`src/rtl/icache_pkg.sv`:
```
// Shared types and address helpers for the direct-mapped instruction cache.
// The derived widths here describe the default configuration; the modules re-derive them from their own parameters.
package icache_pkg;

  typedef enum logic [1:0] {
    IDLE = 2'd0,
    REQ  = 2'd1,
    WAIT = 2'd2,
    FILL = 2'd3
  } state_t;

  function automatic int off_bits(input int line_words);
    return (line_words > 1) ? $clog2(line_words) : 0;
  endfunction

  function automatic int idx_bits(input int num_lines);
    return $clog2(num_lines);
  endfunction

  localparam int OFF_W = off_bits(2);
  localparam int IDX_W = idx_bits(16);
  localparam int TAG_W = 32 - 2 - OFF_W - IDX_W;

  // Clears the byte and word-offset bits so the result points at the start of a line.
  function automatic logic [63:0] line_addr(input logic [63:0] pc, input int off_w);
    return pc & (~64'd0 << (2 + off_w));
  endfunction

endpackage

```
`src/rtl/icache_refill_fsm.sv`:
```
// Refill sequencer: latches the missing line address, runs the req/ack handshake
// and aborts with a sticky error when memory does not answer in time.
module icache_refill_fsm
  import icache_pkg::*;
#(
  parameter int ADDR_W  = 32,
  parameter int TIMEOUT = 64
) (
  input  logic              clk,
  input  logic              rst_n,
  input  logic              miss,
  input  logic [ADDR_W-1:0] miss_addr,
  input  logic              mem_ack,
  output state_t            state,
  output logic              mem_req,
  output logic [ADDR_W-1:0] mem_addr,
  output logic              fill_we,
  output logic              refill_err
);

  localparam int TW = $clog2(TIMEOUT);

  state_t        next;
  logic [TW-1:0] wait_cnt;
  logic          timeout;

  always_ff @(posedge clk or negedge rst_n) begin
    if (!rst_n) state <= IDLE;
    else        state <= next;
  end

  always_comb begin
    next = state;
    case (state)
      IDLE: if (miss) next = REQ;
      REQ:  next = WAIT;
      WAIT: begin
        if (mem_ack)      next = FILL;
        else if (timeout) next = IDLE;
      end
      FILL: next = IDLE;
      default: next = IDLE;
    endcase
  end

  // An ack on the final allowed cycle still wins over the timeout.
  always_comb begin
    mem_req = (state == REQ) || (state == WAIT);
    fill_we = (state == WAIT) && mem_ack;
    timeout = (state == WAIT) && !mem_ack && (wait_cnt == TW'(TIMEOUT - 1));
  end

  always_ff @(posedge clk or negedge rst_n) begin
    if (!rst_n) begin
      wait_cnt   <= '0;
      mem_addr   <= '0;
      refill_err <= 1'b0;
    end else begin
      if (state == WAIT) wait_cnt <= wait_cnt + 1'b1;
      else               wait_cnt <= '0;
      if (state == IDLE && miss) mem_addr <= miss_addr;
      if (timeout) refill_err <= 1'b1;
    end
  end

endmodule

```
`src/rtl/icache_dm_ctrl.sv`:
```
// Direct-mapped instruction cache for the fetch stage: same-cycle hit path,
// line refill through icache_refill_fsm, whole-cache flush and saturating counters.
module icache_dm_ctrl
  import icache_pkg::*;
#(
  parameter int ADDR_W     = 32,
  parameter int DATA_W     = 32,
  parameter int LINE_WORDS = 2,
  parameter int NUM_LINES  = 16,
  parameter int TIMEOUT    = 64,
  parameter int CNT_W      = 16
) (
  input  logic                         clk,
  input  logic                         rst_n,
  input  logic [ADDR_W-1:0]            pc_f,
  input  logic                         fetch_en,
  input  logic                         flush,
  output logic [DATA_W-1:0]            instr_f,
  output logic                         stall_f,
  output logic                         mem_req,
  output logic [ADDR_W-1:0]            mem_addr,
  input  logic                         mem_ack,
  input  logic [LINE_WORDS*DATA_W-1:0] mem_line,
  output logic                         refill_err,
  output logic [CNT_W-1:0]             hit_cnt,
  output logic [CNT_W-1:0]             miss_cnt
);

  localparam int OFF_BITS = off_bits(LINE_WORDS);
  localparam int IDX_BITS = idx_bits(NUM_LINES);
  localparam int TAG_BITS = ADDR_W - 2 - OFF_BITS - IDX_BITS;
  localparam int OFF_IW   = (OFF_BITS > 0) ? OFF_BITS : 1;
  localparam int LINE_W   = LINE_WORDS * DATA_W;

  logic [TAG_BITS-1:0] tag_arr  [NUM_LINES];
  logic [LINE_W-1:0]   data_arr [NUM_LINES];
  logic [NUM_LINES-1:0] valid;

  logic [IDX_BITS-1:0] idx, fill_idx;
  logic [TAG_BITS-1:0] tag, fill_tag;
  logic [OFF_IW-1:0]   off;
  logic [LINE_W-1:0]   line_sel;
  logic [DATA_W-1:0]   word;
  logic [ADDR_W-1:0]   miss_addr;
  state_t              state;
  logic                hit, miss, fill_we, flush_pend;

  function automatic logic [CNT_W-1:0] sat_inc(input logic [CNT_W-1:0] v);
    return (&v) ? v : v + 1'b1;
  endfunction

  assign idx       = IDX_BITS'(pc_f >> (2 + OFF_BITS));
  assign tag       = TAG_BITS'(pc_f >> (2 + OFF_BITS + IDX_BITS));
  assign off       = (LINE_WORDS > 1) ? OFF_IW'(pc_f >> 2) : '0;
  assign fill_idx  = IDX_BITS'(mem_addr >> (2 + OFF_BITS));
  assign fill_tag  = TAG_BITS'(mem_addr >> (2 + OFF_BITS + IDX_BITS));
  assign miss_addr = ADDR_W'(line_addr(64'(pc_f), OFF_BITS));

  assign line_sel = data_arr[idx];
  assign word     = line_sel[off*DATA_W +: DATA_W];

  assign hit     = fetch_en & valid[idx] & (tag_arr[idx] == tag) & (state == IDLE);
  assign miss    = fetch_en & ~hit & (state == IDLE);
  assign stall_f = (state != IDLE) | miss;
  assign instr_f = hit ? word : '0;

  icache_refill_fsm #(
    .ADDR_W  (ADDR_W),
    .TIMEOUT (TIMEOUT)
  ) u_refill (
    .clk        (clk),
    .rst_n      (rst_n),
    .miss       (miss),
    .miss_addr  (miss_addr),
    .mem_ack    (mem_ack),
    .state      (state),
    .mem_req    (mem_req),
    .mem_addr   (mem_addr),
    .fill_we    (fill_we),
    .refill_err (refill_err)
  );

  always_ff @(posedge clk) begin
    if (fill_we) begin
      data_arr[fill_idx] <= mem_line;
      tag_arr[fill_idx]  <= fill_tag;
    end
  end

  // A flush seen while a refill is in flight must also kill the line that refill brings in.
  always_ff @(posedge clk or negedge rst_n) begin
    if (!rst_n) begin
      valid      <= '0;
      flush_pend <= 1'b0;
    end else begin
      if (state == IDLE)  flush_pend <= 1'b0;
      else if (flush)     flush_pend <= 1'b1;
      if (flush)   valid <= '0;
      if (fill_we) valid[fill_idx] <= ~(flush | flush_pend);
    end
  end

  always_ff @(posedge clk or negedge rst_n) begin
    if (!rst_n) begin
      hit_cnt  <= '0;
      miss_cnt <= '0;
    end else begin
      if (hit)  hit_cnt  <= sat_inc(hit_cnt);
      if (miss) miss_cnt <= sat_inc(miss_cnt);
    end
  end

endmodule

```
`config.mk`:
```
export PLATFORM = sky130hd
export DESIGN_NAME = icache_dm_ctrl
export DESIGN_NICKNAME = d
export VERILOG_FILES = /design/src/rtl/icache_pkg.sv /design/src/rtl/icache_refill_fsm.sv /design/src/rtl/icache_dm_ctrl.sv
export SDC_FILE = /design/constraint.sdc
export NUM_CORES = 1
export LEC_CHECK = 0
export CELL_PAD_IN_SITES_DETAIL_PLACEMENT = 0
export CELL_PAD_IN_SITES_GLOBAL_PLACEMENT = 1
export CORE_ASPECT_RATIO = 1.4
export CORE_MARGIN = 2
export CORE_UTILIZATION = 50
export CTS_BUF_LIST = sky130_fd_sc_hd__clkbuf_8
export DETAILED_ROUTE_END_ITERATION = 16
export PLACE_DENSITY_LB_ADDON = 0.1
export SLEW_MARGIN = 25
export SYNTH_ARGS = -nofsm -noshare
export SYNTH_HDL_FRONTEND = slang
export SYNTH_SLANG_ARGS = --single-unit
```
`constraint.sdc`:
```
create_clock -name clk -period 9.9 [get_ports clk]
set_input_delay 1.98 -clock clk [delete_from_list [all_inputs] [get_ports clk]]
set_output_delay 1.98 -clock clk [all_outputs]
set_load 0.03 [all_outputs]
```
Word-level counts from Yosys, hierarchy flattened --
Memory sizes are Yosys's and may differ from the RTL's. Index checks and enable logic that the tools add are counted.
Operators by class: add/subtract/negate cells 3, order comparisons 3, eq/ne operators 7, shifts and indexed selects 1, mux-type cells 17, bitwise logic cells 11, reduce and logical (&&, ||, !) cells 15
Operators by type and width (count):
- $shiftx 64x7->32 | 1
- $add 16x1->16 const B | 2
- $mux 16 | 2
- $mux 32 | 1
- $reduce_and 16->1 | 2
- $eq 25x25->1 | 1
- $bwmux 16 | 1
- $lt 4x5->1 const B | 2
- $pmux 2 s4 | 1
- $add 6x1->6 const B | 1
- $eq 6x6->1 const B | 1
- $mux 1 | 6
- $mux 2 | 3
- $mux 6 | 1
- $reduce_and 2->1 | 3
- $and 1x1->1 | 5
- $logic_and 1x1->1 | 5
- $bmux 1 s4 | 1
- $demux 1 s4 | 1
- $eq 2x2->1 const B | 2
- $ge 4x1->1 const B | 1
- $not 1->1 | 4
- $reduce_bool 2->1 | 2
- $ne 3x2->1 const B | 1
- other kinds (6) | 7
Storage, ports and cells: register bits 87, memory bits (writable) 1424, bits of input ports 101, memories 2
Memory list:
- data_arr | depth 16, width 64, read ports 1, clocked after memory_dff 0, wr ports 1, line icache_dm_ctrl.sv:36 | logic [LINE_W-1:0] data_arr [NUM_LINES];
- tag_arr | depth 16, width 25, read ports 1, clocked after memory_dff 0, wr ports 1, line icache_dm_ctrl.sv:35 | logic [TAG_BITS-1:0] tag_arr [NUM_LINES];

Logic depth before layout (Yosys ltp) --
depth in word-level cells 10, mapped depth 16

Modules after synthesis --
From an unflattened synthesis, not the netlist that was laid out.
Unflattened totals: cells, all modules 2622, area total of the unflattened synthesis 58569.9 um^2
By module, submodules not included:
- icache_dm_ctrl | times used 1, cells each 2512, area an instance 56937.1 um^2, seq. area each 43987.2 um^2
- icache_refill_fsm | times used 1, cells each 110, area an instance 1632.8 um^2, seq. area each 1026.0 um^2

Worst setup path after synthesis --
OpenSTA, ideal clock, no wires.
path kind input port to flip-flop, start in mem_ack, end reg valid[0], library setup time 0.132 ns, arrival time 9.120 ns, data required time 9.768 ns, setup slack 0.648 ns, stages on the path 5, path through nand2_1 -> or3_1 -> nor3_1 -> mux2i_1 -> nor2_1
Between the ends: cells in the longest elaborated chain, start to end 2
Ends and longest elaborated chain:
- from (decl) | line icache_dm_ctrl.sv:22 | input logic mem_ack,
- $logic_and 1x1->1 | line icache_refill_fsm.sv:49 | fill_we = (state == WAIT) && mem_ack;
- $mux 16 | line icache_dm_ctrl.sv:99 | if (fill_we) valid[fill_idx] <= ~(flush | flush_pend);
- to (signal, indexed assignment) | line icache_dm_ctrl.sv:99
- to (decl) | line icache_dm_ctrl.sv:37 | logic [NUM_LINES-1:0] valid;
No other way between the ends. A chain may end at the register's enable or synchronous reset.

Worst setup path after layout --
start in pc_f[3], end out stall_f
Between the ends: cells in the longest elaborated chain, start to end 9, elaborated cells between the ends (all ways) 11, classes of those cells eq/ne (1); mux (2); bitwise (7); memory (1)
Ends and longest elaborated chain:
- from (decl) | line icache_dm_ctrl.sv:15 | input logic [ADDR_W-1:0] pc_f,
- parallel branches: the longest is 3 deep, another holds $mem_v2 16x25
- $and 1x1->1 (*) (2 in series) | line icache_dm_ctrl.sv:62 | assign hit = fetch_en & valid[idx] & (tag_arr[idx] == tag) & (state == IDLE);
- $not 1->1 (*) | line icache_dm_ctrl.sv:63 | assign miss = fetch_en & ~hit & (state == IDLE);
- $and 1x1->1 (*) (2 in series) | line icache_dm_ctrl.sv:63
- $or 1x1->1 (*) | line icache_dm_ctrl.sv:64 | assign stall_f = (state != IDLE) | miss;
- to (decl) | line icache_dm_ctrl.sv:19 | output logic stall_f,
Mark *: on every way between the ends. The select of a mux whose other input is x is not followed.

==> impl_metrics.csv <==
group,metric,value,unit
power,vdd_drop_max,0.137,mV
power,p_int,10.5,mW
drt,firstDrtPassIters,6,
grt,grt_pass1_vias,30600,
floorplanning,core_area,0.117,sq mm
grt,antenna_found_initial,10,
grt,grt_use_total,0.233,
drt,vias,28300,
outcome,status,"complete, no violations",
sta,setup_ws,0.865,ns
setup_path,crit_required,7.92,ns
finish,drive_gt1_frac,0.260,
clock_tree,clock_path_buffers,3,
floorplanning,die_h,411,microns
finish,post-route-util,0.573,
setup_path,crit_top_cell,"buf_4",
synthesis,yosys.area_share.simple,0.0245,
grt,grt_max_degree,91,
setup_path,critPathMaxStageDelay,0.62,ns
floorplanning,initial_utilization,0.503,
power,p_sw,3.43,mW
synthesis,synth_flop_cell,"edfxtp_1",
power,swShare,0.246,
sta,skew,0.0416,ns
floorplanning,die_w,295,microns
floorplanning,rows,149,
floorplanning,dieArea,0.121,sq mm
setup_path,r2r-start,"tag_arr[15][19]",
setup_path,crit_path_start_kind,"input pin",
synthesis,synth_fa_ha_area_frac,0.00106,
finish,syn2layout_area_growth,14.0,%
setup_path,critPathKind,"in2out",
clock_tree,post_cts_buffers,0,
synthesis,ys_seq_area_frac,0.761,
synthesis,synth_top_family_by_area,"multiplexers",
setup_path,r2r_end,"u_refill.mem_addr[14]",
power,leakage,22.0,nW
sta,min_period_over_period,0.913,
placed_design,dp_slack,0.871,ns
drt,routed_wl,138000,microns
sta,slew_viol_final,0,
placed_design,place.gp.congestion,0.809,
clock_tree,postCtsHoldBufs,0,
grt,grt_pass1_wl,203000,microns
clock_tree,clock-root-buffer,"clkbuf_8",
synthesis,synth_mux_area_frac,0.177,
synthesis,synth_cell_types,77,
clock_tree,cts_inserted_buffers,225,
setup_path,crit_arrival,7.06,ns
drt,wl_per_cell,29.1,microns
setup_path,crit_path_end_kind,"primary output",
sta,timing.fmax,111,MHz
hold_path,holdPathStages,1,
sta,setup_viol,0,
power,pwr-share-comb,0.095,
grt,overflow,0,
drt,drc,0,
synthesis,synth-seq-cells,1511,
clock_tree,cts_tree,"yes",
clock_tree,cts_sinks,1511,
finish,nFillCells,8717,
sta,fin_crit,9.04,ns
placed_design,numPortBuffers,194,
synthesis,yosys_warnings,0,
run,drv_cap,0,
placed_design,dpl.hpwl,74100,microns
drt,drtAntennaViolNets,0,
power,seqPwrFrac,0.560,
drt,drtIter0Drc,2377,
setup_path,cp_max_fo,42,
setup_path,crit_slowest_cell,"nand4b_4",
synthesis,synthCells,2676,
sta,grt_setup_unrepaired,"no",
synthesis,synth_enable_flop_cells,1424,
synthesis,synthXorXnorAreaFrac,0.00815,
clock_tree,clk_latency,0.94,ns
hold_path,hold_path_end,"miss_cnt[15]",
setup_path,reg2reg_depth,12,
power,powerDensity,207,mW/mm^2
synthesis,synth_area_per_cell,22.1,sq um
synthesis,syn_area,0.0591,sq mm
clock_tree,cts_max_level,4,
setup_path,crit_chain,"buf_8 > buf_4 > mux4_2 > xnor2_1 > o22ai_1 > nor4_1 > a21boi_1 > nor4_4 > nand4b_4 > buf_4 > a21boi_0 > inv_1 > clkdlybuf4s50_1",
setup_path,rrSetupSlack,4.83,ns
synthesis,synth_compound_area_frac,0.0154,
power,p_clk_frac,0.345,
sta,tightest_slew,1.04,ns
drt,detail_route.vias_per_cell,5.95,
hold_path,worst_hold_startpoint,"miss_cnt[15]",
hold_path,hold_class,"reg2reg",
sta,slew_headroom,0.307,
sta,tns,0,ns
sta,finalHoldViolCount,0,
clock_tree,cts-resized-gates,0,
clock_tree,clk_pin_slew,0.06,ns
floorplanning,pin_count,200,
finish,fin_nets,3150,
synthesis,synthArstFlopShare,0.0576,
==> cells by family after synthesis <==
| group | Yosys count |
|---|---|
| flip-flops | 1511 |
| adder cells (fa/ha/maj) | 5 |
| multiplexers | 529 |
| AO/OA/AOI/OAI | 140 |
| buffers and inverters | 156 |
| XOR/XNOR | 55 |
| other | 1 |
| AND/OR/NAND/NOR | 279 |
==> flip-flops by register name, summed over array words and instances, names as in the netlist <==
| name | cells |
|---|---|
| data_arr | 1024 |
| tag_arr | 400 |
| u_refill.mem_addr | 29 |
| hit_cnt | 16 |
| miss_cnt | 16 |
| valid | 16 |
| u_refill.wait_cnt | 6 |
| u_refill.state | 2 |
| flush_pend | 1 |
| u_refill.refill_err | 1 |
==> through the flow <==
step / hold slack [ns] / power, mW / area (sq um) / std cells
floorplan: 0.432 / 8.65 / 59100 / 2678
detailed placement: 0.467 / 9.28 / 63000 / 4326
finish: 0.491 / 13.9 / 67300 / 4748
global placement: 0.447 / 9.22 / 63000 / 4324
CTS: 0.496 / 14.1 / 67300 / 4744
global route: 0.515 / 14.4 / 67300 / 4748
==> Yosys cell counts, drive strengths merged (11+ instances only) <==
library cell | instances | area [sq um]
mux4 | 399 | 8990
xnor2 | 33 | 289
a21oi | 46 | 230
mux2i | 84 | 853
o21ai | 17 | 85.1
nand4 | 11 | 68.8
nor2 | 50 | 188
xor2 | 22 | 193
nand2b | 12 | 75.1
nand3 | 19 | 95.1
inv | 20 | 75.1
mux2 | 46 | 627
nand2 | 100 | 375
nor2b | 11 | 68.8
clkbuf | 49 | 184
dfrtp | 87 | 2180
nor4 | 14 | 130
a22oi | 17 | 128
nor3 | 20 | 105
edfxtp | 1424 | 42800
buf | 86 | 510
==> worst max-delay path by stage <==
| stage | startpoint | endpoint | slack (ns) | cells after the start |
|---|---|---|---|---|
| global route | pc_f[3] | stall_f | 0.78 | 12 |
| floorplan | mem_ack | valid[0] | 0.65 | 5 |
| finish | pc_f[3] | stall_f | 0.86 | 13 |
| detailed placement | pc_f[3] | instr_f[0] | 0.87 | 12 |
| CTS | pc_f[3] | instr_f[0] | 0.86 | 12 |
| global placement | pc_f[3] | instr_f[0] | 0.86 | 12 |
==> critical path: cells and delay by family <==
kind / cells / cell delay (ns)
buffers and inverters: 5 / 2.02
AND/OR/NAND/NOR: 3 / 1.17
multiplexers: 1 / 0.57
AO/OA/AOI/OAI: 3 / 0.76
XOR/XNOR: 1 / 0.46
==> area by class of cell <==
type / count / area (sq um) / area share
diodes: 3 / 7.51 / 0.000111
clock buffers: 243 / 3340 / 0.0497
well taps: 1510 / 1890 / 0.0281
clock inverters: 175 / 942 / 0.0140
repair buffers: 274 / 2650 / 0.0394
multi-input cells: 1011 / 13500 / 0.200
flip-flops and latches: 1511 / 44900 / 0.667
inverters: 21 / 78.8 / 0.00117
==> power groups by stage <==
stage	clock network (mW)	registers, mW	logic (mW)
CTS	4.94	7.81	1.34
global route	5.19	7.85	1.40
global placement	0	7.90	1.32
finish	4.81	7.81	1.32
floorplan	0	7.98	0.670
detailed placement	0	7.94	1.34
==> layer usage <==
metal	vias up	GRT usage	wire length (microns)
li1	12000	-	-
met1	15300	0.305	56300
met2	734	0.400	72200
met3	223	0.0427	6350
met4	12	0.0707	3140
met5	-	0	78
==> cells in the final DEF, fill, tap and decap left out, types with 8 or more instances in the layout <==
cell	n
edfxtp_1	1424
mux4_2	399
clkbuf_8	243
clkdlybuf4s50_1	188
nand2_1	100
inv_1	97
dfrtp_1	87
mux2i_1	83
buf_4	74
clkinv_1	58
a21oi_1	46
nor2_1	38
xnor2_1	33
mux2_4	29
xor2_1	22
clkinv_2	22
nand3_1	19
o21ai_0	17
a22oi_1	17
mux2_2	16
nor3_1	15
nand2b_1	12
nor2_4	12
nor2b_1	11
nand4_1	11
a31oi_1	10
nor4_1	10
and2_1	9
and3_1	8
bufinv_16	8
No activity file was read; power rests on OpenSTA's default activity.
